[src/rtl/mem_bist_pkg.sv]
// mem_bist_pkg: state encoding and read-latency bounds shared by the mem_bist blocks.
package mem_bist_pkg;
    typedef enum logic [2:0] {IDLE, WR0, RD0, WR1, RD1, FIN} state_t;
    localparam int RD_LAT_MIN = 1;
    localparam int RD_LAT_MAX = 4;
endpackage

[src/rtl/mem_bist_dly.sv]
// mem_bist_dly: fixed-depth shift register carrying read context until memory data returns.
module mem_bist_dly #(
    parameter int DEPTH = 1,
    parameter int WIDTH = 1
) (
    input  logic             clk,
    input  logic             rst_n,
    input  logic [WIDTH-1:0] d,
    output logic [WIDTH-1:0] q
);
    logic [DEPTH-1:0][WIDTH-1:0] sr;

    always_ff @(posedge clk or negedge rst_n)
        if (!rst_n) sr <= '0;
        else begin
            sr[0] <= d;
            for (int i = 1; i < DEPTH; i++) sr[i] <= sr[i-1];
        end

    assign q = sr[DEPTH-1];
endmodule

[src/rtl/mem_bist_16kb.sv]
// mem_bist_16kb: write/read/write-inverse/read memory BIST with pipelined compare.
// Define MEM_BIST_FAIL_LOG_EN to capture the address and data of the first mismatch.
module mem_bist_16kb
    import mem_bist_pkg::*;
#(
    parameter int                ADDR_W = 14,
    parameter int                DATA_W = 8,
    parameter logic [DATA_W-1:0] SEED   = DATA_W'(8'hA5),
    parameter int                RD_LAT = 1
) (
    input  logic              clk,
    input  logic              rst_n,
    input  logic              start,
    output logic              busy,
    output logic              done,
    output logic              pass,
    output logic [15:0]       err_cnt,
    output logic [ADDR_W-1:0] fail_addr,
    output logic [DATA_W-1:0] fail_data,
    output logic [ADDR_W-1:0] mem_addr,
    output logic [DATA_W-1:0] mem_wdata,
    output logic              mem_we,
    input  logic [DATA_W-1:0] mem_rdata
);
    localparam int LAT = (RD_LAT < RD_LAT_MIN) ? RD_LAT_MIN : (RD_LAT > RD_LAT_MAX) ? RD_LAT_MAX : RD_LAT;
    localparam int CW  = ADDR_W + 3;
    localparam int D   = 1 << ADDR_W;
    localparam int DW  = 1 + ADDR_W + DATA_W;

    function automatic logic [DATA_W-1:0] pat(input logic [ADDR_W-1:0] a);
        return DATA_W'(a) ^ SEED;
    endfunction

    state_t            state, nxt_state;
    logic [CW-1:0]     cnt, nxt_cnt;
    logic              last_wr, last_rd, nxt_wr, nxt_sweep, rd_v, dly_v, mism;
    logic [DATA_W-1:0] rd_exp, dly_exp;
    logic [ADDR_W-1:0] dly_addr;
    logic [DW-1:0]     dly_q;

    assign last_wr   = cnt == CW'(D - 1);
    assign last_rd   = cnt == CW'(D + LAT - 1);
    assign nxt_wr    = nxt_state == WR0 || nxt_state == WR1;
    assign nxt_sweep = nxt_state != IDLE && nxt_state != FIN && nxt_cnt < CW'(D);
    assign rd_v      = (state == RD0 || state == RD1) && cnt < CW'(D);
    assign rd_exp    = state == RD0 ? pat(cnt[ADDR_W-1:0]) : ~pat(cnt[ADDR_W-1:0]);
    assign {dly_v, dly_addr, dly_exp} = dly_q;
    assign mism      = dly_v && mem_rdata != dly_exp;

    // Read phases run LAT extra cycles so the last issued read is compared before moving on.
    always_comb begin
        nxt_state = state;
        nxt_cnt   = cnt + 1'b1;
        case (state)
            IDLE: begin
                nxt_cnt = '0;
                if (start) nxt_state = WR0;
            end
            WR0: if (last_wr) begin nxt_state = RD0; nxt_cnt = '0; end
            RD0: if (last_rd) begin nxt_state = WR1; nxt_cnt = '0; end
            WR1: if (last_wr) begin nxt_state = RD1; nxt_cnt = '0; end
            RD1: if (last_rd) begin nxt_state = FIN; nxt_cnt = '0; end
            default: begin nxt_state = IDLE; nxt_cnt = '0; end
        endcase
    end

    always_ff @(posedge clk or negedge rst_n)
        if (!rst_n) begin
            state     <= IDLE;
            cnt       <= '0;
            busy      <= 1'b0;
            done      <= 1'b0;
            pass      <= 1'b0;
            err_cnt   <= '0;
            mem_addr  <= '0;
            mem_wdata <= '0;
            mem_we    <= 1'b0;
        end else begin
            state     <= nxt_state;
            cnt       <= nxt_cnt;
            busy      <= nxt_state != IDLE;
            done      <= nxt_state == FIN;
            mem_we    <= nxt_wr;
            mem_addr  <= nxt_sweep ? nxt_cnt[ADDR_W-1:0] : '0;
            mem_wdata <= !nxt_wr ? '0 : nxt_state == WR0 ? pat(nxt_cnt[ADDR_W-1:0]) : ~pat(nxt_cnt[ADDR_W-1:0]);
            if (state == FIN) pass <= err_cnt == '0;
            if (state == IDLE && start) err_cnt <= '0;
            else if (mism && err_cnt != '1) err_cnt <= err_cnt + 1'b1;
        end

    mem_bist_dly #(.DEPTH(LAT), .WIDTH(DW)) u_dly (
        .clk   (clk),
        .rst_n (rst_n),
        .d     ({rd_v, cnt[ADDR_W-1:0], rd_exp}),
        .q     (dly_q)
    );

`ifdef MEM_BIST_FAIL_LOG_EN
    always_ff @(posedge clk or negedge rst_n)
        if (!rst_n) begin
            fail_addr <= '0;
            fail_data <= '0;
        end else if (state == IDLE && start) begin
            fail_addr <= '0;
            fail_data <= '0;
        end else if (mism && err_cnt == '0) begin
            fail_addr <= dly_addr;
            fail_data <= mem_rdata;
        end
`else
    logic unused_dly_addr;
    assign unused_dly_addr = ^dly_addr;
    assign fail_addr = '0;
    assign fail_data = '0;
`endif
endmodule

[config.mk]
export PLATFORM = sky130hd
export DESIGN_NAME = mem_bist_16kb
export DESIGN_NICKNAME = d
export VERILOG_FILES = /design/src/rtl/mem_bist_pkg.sv /design/src/rtl/mem_bist_dly.sv /design/src/rtl/mem_bist_16kb.sv
export SDC_FILE = /design/constraint.sdc
export NUM_CORES = 1
export LEC_CHECK = 0
export ABC_CLOCK_PERIOD_IN_PS = 2300
export CORE_ASPECT_RATIO = 0.6
export CORE_UTILIZATION = 51
export DETAILED_ROUTE_END_ITERATION = 10
export GPL_ROUTABILITY_DRIVEN = 0
export PLACE_DENSITY = 0.8
export SLEW_MARGIN = 20
export SYNTH_ARGS = -nofsm -noshare
export SYNTH_HDL_FRONTEND = slang
export SYNTH_SLANG_ARGS = --single-unit
[constraint.sdc]
create_clock -name clk -period 2.3 [get_ports clk]
set_input_delay 0.69 -clock clk [delete_from_list [all_inputs] [get_ports clk]]
set_output_delay 0.69 -clock clk [all_outputs]
set_load 0.005 [all_outputs]
==> run metrics <==
grt peak-use layer=met2; clk_skew=7.36 ps; nets=436; post-route cell area=0.00462 mm²; Routed Antenna Nets=0; Synth Flop Type=dfrtp_1; CTS H-Tree Depth=3; number of global-route vias before repair=around 2700; dpl cell area=about 0.0043 mm²; CP endpoint kind=register; largest net degree at the start of global routing=between 70 and 80; R2R Setup Slk=between 50 and 60 ps; first-pass GRT wire length=about 14000 µm; WS Path Type=register to register; r2r endpoint=cnt[11]$_DFF_PN0_; post-synthesis cell area=about 0.0036 mm²; Post-Synth Adder-Cell Area=1.38%; Worst R2R Start=cnt[0]$_DFF_PN0_; total number of yosys warnings=0; main combinational cell family by area after synthesis=simple AND/OR/NAND/NOR gates; relative slew slack=57.8%; ranking of synthesized cells by area=dfrtp_1, xnor2_1, buf_4; EDFF count, synth=0; crit start category=register; clock sinks=slightly above 70; met2 Usage GRT=between 30% and 40%; IO Port Bufs=52; Synth Area in Compound Gates=11.7%; share of the synthesized area in the top cell type=48.9%; maximum clock path buffer count=2; initial drt markers=310; Critical Path AT=around 2500 ps; die area=around 0.0075 mm²; pwr dens=~600 mW/mm²; I/O Pins=75; clock root cell=clkbuf_16; Inserted Diodes=0; GR Layer Usage met3=under 10%; post-layout worst setup margin=~60 ps; register area share after synthesis=about half; WP data required=~2500 ps; Finished Layout Cells=a little over 500; Rows=23; crit path time final=around 2200 ps; Worst-path clk slew=~60 ps; Peak VDD IR=0.330 mV; cts hold-fix bufs=0; routed vias/inst=slightly below 6; total CTS buffers=9; met1 Usage GRT=34.0%; core footprint=~0.0068 mm²; Fin. Hold Viols=0; Synth cell types=50; final wirelength=about 8600 µm; status=completed; crit share post-route=between 90% and 100%; routed vias=3000; hpwl dp=between 5000 and 6000 µm; CTS tree=done; simple-gate share of the synthesized area=approximately a fifth; CP Max Fanout=17; Yosys reg bits=71; antenna violations before repair=0; drc violations=0; maxcap violations=0; Pins Over Slew Limit=0; hold crit path type=primary input to async pin; synth-to-layout area growth=27.2%; R2R cell count=8; largest area contributor in the netlist=dfrtp_1; dpl cells=495; Die H=67.4 µm; pre-CTS WS=-144 ps; Tightest Pin Transition=roughly 630 ps; clk_lat worst skew=around 330 ps; xor/xnor cell area share of the yosys netlist=under 10%; Die Wd=roughly 110 µm; Avg Cell Area, Syn=10.4 µm²; Pleak=2.02 nW; layout cells sized above 1=a little over an eighth; TritonRoute pass-1 iters=5; GRT Overall Usage=between 20% and 30%; Post-synth ARST share=100%; Setup-failing EPs final=0; fmax=about 0.45 GHz; global route overflow=0; DR WL/cell=around 17 µm; mux cell area share after synthesis=around 3.3%; synthesized instance count=350; Starting Density=53.7%
==> power breakdown <==
| part | switching, mW | internal [mW] |
|---|---|---|
| logic | 0.0431 | 0.0265 |
| registers | 0.00125 | 1.25 |
| clock network | 0.534 | 0.952 |
| total | 0.578 | 2.23 |
==> routing by layer <==
metal  routed length [µm]  part of all wire [%]
met4                  166                   1.9
met2                 3720                    44
met5                    0                     0
met1                 3980                    46
met3                  690                   8.1
==> how the worst max path moves through the flow <==
stage	start	endpoint	cells past startpoint
floorplan	mem_rdata[0]	err_cnt[1]$_DFFE_PN0P_	7
global placement	mem_rdata[0]	err_cnt[9]$_DFFE_PN0P_	7
detailed placement	mem_rdata[5]	err_cnt[9]$_DFFE_PN0P_	7
CTS	cnt[0]$_DFF_PN0_	mem_addr[9]$_DFF_PN0_	6
global route	cnt[0]$_DFF_PN0_	mem_addr[8]$_DFF_PN0_	8
finish	cnt[0]$_DFF_PN0_	cnt[11]$_DFF_PN0_	8
==> stage by stage <==
step           power, mW  hold WS (ps)  utilization [%]  setup TNS [ps]
2_1_floorplan       1.32           394                -               0
5_1_grt             2.89           408             68.3            -167
6_report            2.81           368             68.3               0
3_5_place_dp        1.34           489             63.1            -986
4_1_cts             2.82           397             67.9               0
3_3_place_gp        1.34           500             63.1            -507
==> worst max-delay path, cell delays in order (launching register included) <==
cell and delay, ps:
dfrtp_2 410, ha_2 240, nand4_2 180, nor4_4 420, buf_4 190, a211o_2 220, and2_1 220, buf_12 170
nor2_1 70
==> logic make-up after synthesis <==
| family | Yosys count |
|---|---|
| simple gates | 117 |
| flops | 71 |
| compound gates | 65 |
| buf+inv | 48 |
| xor+xnor | 32 |
| mux | 12 |
| fa+ha+maj | 4 |
| other cells | 1 |
==> placed cells by master, fill, tap and decap left out, types with 3 or more instances in the layout <==
cell / netlist / final
nor3b_1: 3 / 3
nand2_1: 16 / 16
clkdlybuf4s50_1: 0 / 51
or4_1: 9 / 9
xnor2_1: 25 / 25
dfrtp_1: 71 / 70
o31ai_1: 8 / 8
inv_1: 13 / 13
clkbuf_16: 0 / 9
nor2_1: 23 / 23
a21boi_0: 6 / 6
and4_1: 3 / 3
nor4_1: 8 / 8
and3_1: 4 / 4
xor2_1: 7 / 7
nand2b_1: 4 / 4
a211oi_2: 3 / 5
a21oi_1: 21 / 21
o21ai_0: 10 / 10
buf_4: 23 / 20
nand3_1: 15 / 15
conb_1: 1 / 22
ha_1: 4 / 3
nand4_1: 9 / 9
mux2i_1: 12 / 12
nor3_1: 6 / 6
==> state kept, by name, summed over array words and instances, names as in the netlist <==
name       flops
mem_wdata      8
pass           1
mem_we         1
mem_addr      14
state          3
busy           1
cnt           17
err_cnt       16
done           1
u_dly.q        9
==> final cells by class <==
cell class / count / area (µm²)
fill: 504 / 2140
sequential: 71 / 1780
multi-input combinational: 252 / 1660
clock buffer: 9 / 225
timing repair buffer: 74 / 706
tap: 87 / 109
clock inverter: 7 / 95.1
inverter: 13 / 48.8
==> Yosys cell counts, types with 2 or more instances <==
| master | n |
|---|---|
| a211oi_2 | 3 |
| buf_6 | 2 |
| nand4_1 | 9 |
| a21oi_1 | 21 |
| nand3b_1 | 2 |
| mux2i_1 | 12 |
| nand2_1 | 16 |
| nor4b_1 | 2 |
| a211oi_1 | 4 |
| buf_2 | 4 |
| nor3_1 | 6 |
| nor4_1 | 8 |
| o21a_1 | 2 |
| nand3_1 | 15 |
| o21ai_1 | 2 |
| a31oi_1 | 2 |
| and3_1 | 4 |
| nand4_2 | 2 |
| and4_1 | 3 |
| xnor2_1 | 25 |
| nor2_1 | 23 |
| or2_2 | 2 |
| or3_1 | 2 |
| o31ai_1 | 8 |
| a21boi_0 | 6 |
| xor2_1 | 7 |
| ha_1 | 4 |
| or4_1 | 9 |
| nor3b_1 | 3 |
| and2_1 | 2 |
| buf_4 | 23 |
| nand2b_1 | 4 |
| dfrtp_1 | 71 |
| inv_1 | 13 |
| o21ai_0 | 10 |
| clkbuf_1 | 5 |
==> repair_timing <==
| item | 4_1_cts | 5_1_grt |
|---|---|---|
| gates resized for setup | 0 | 4 |
| endpoints found under the setup margin | 0 | 6 |
| setup buffers | 0 | 2 |
Power figures use the tool's default switching activity.
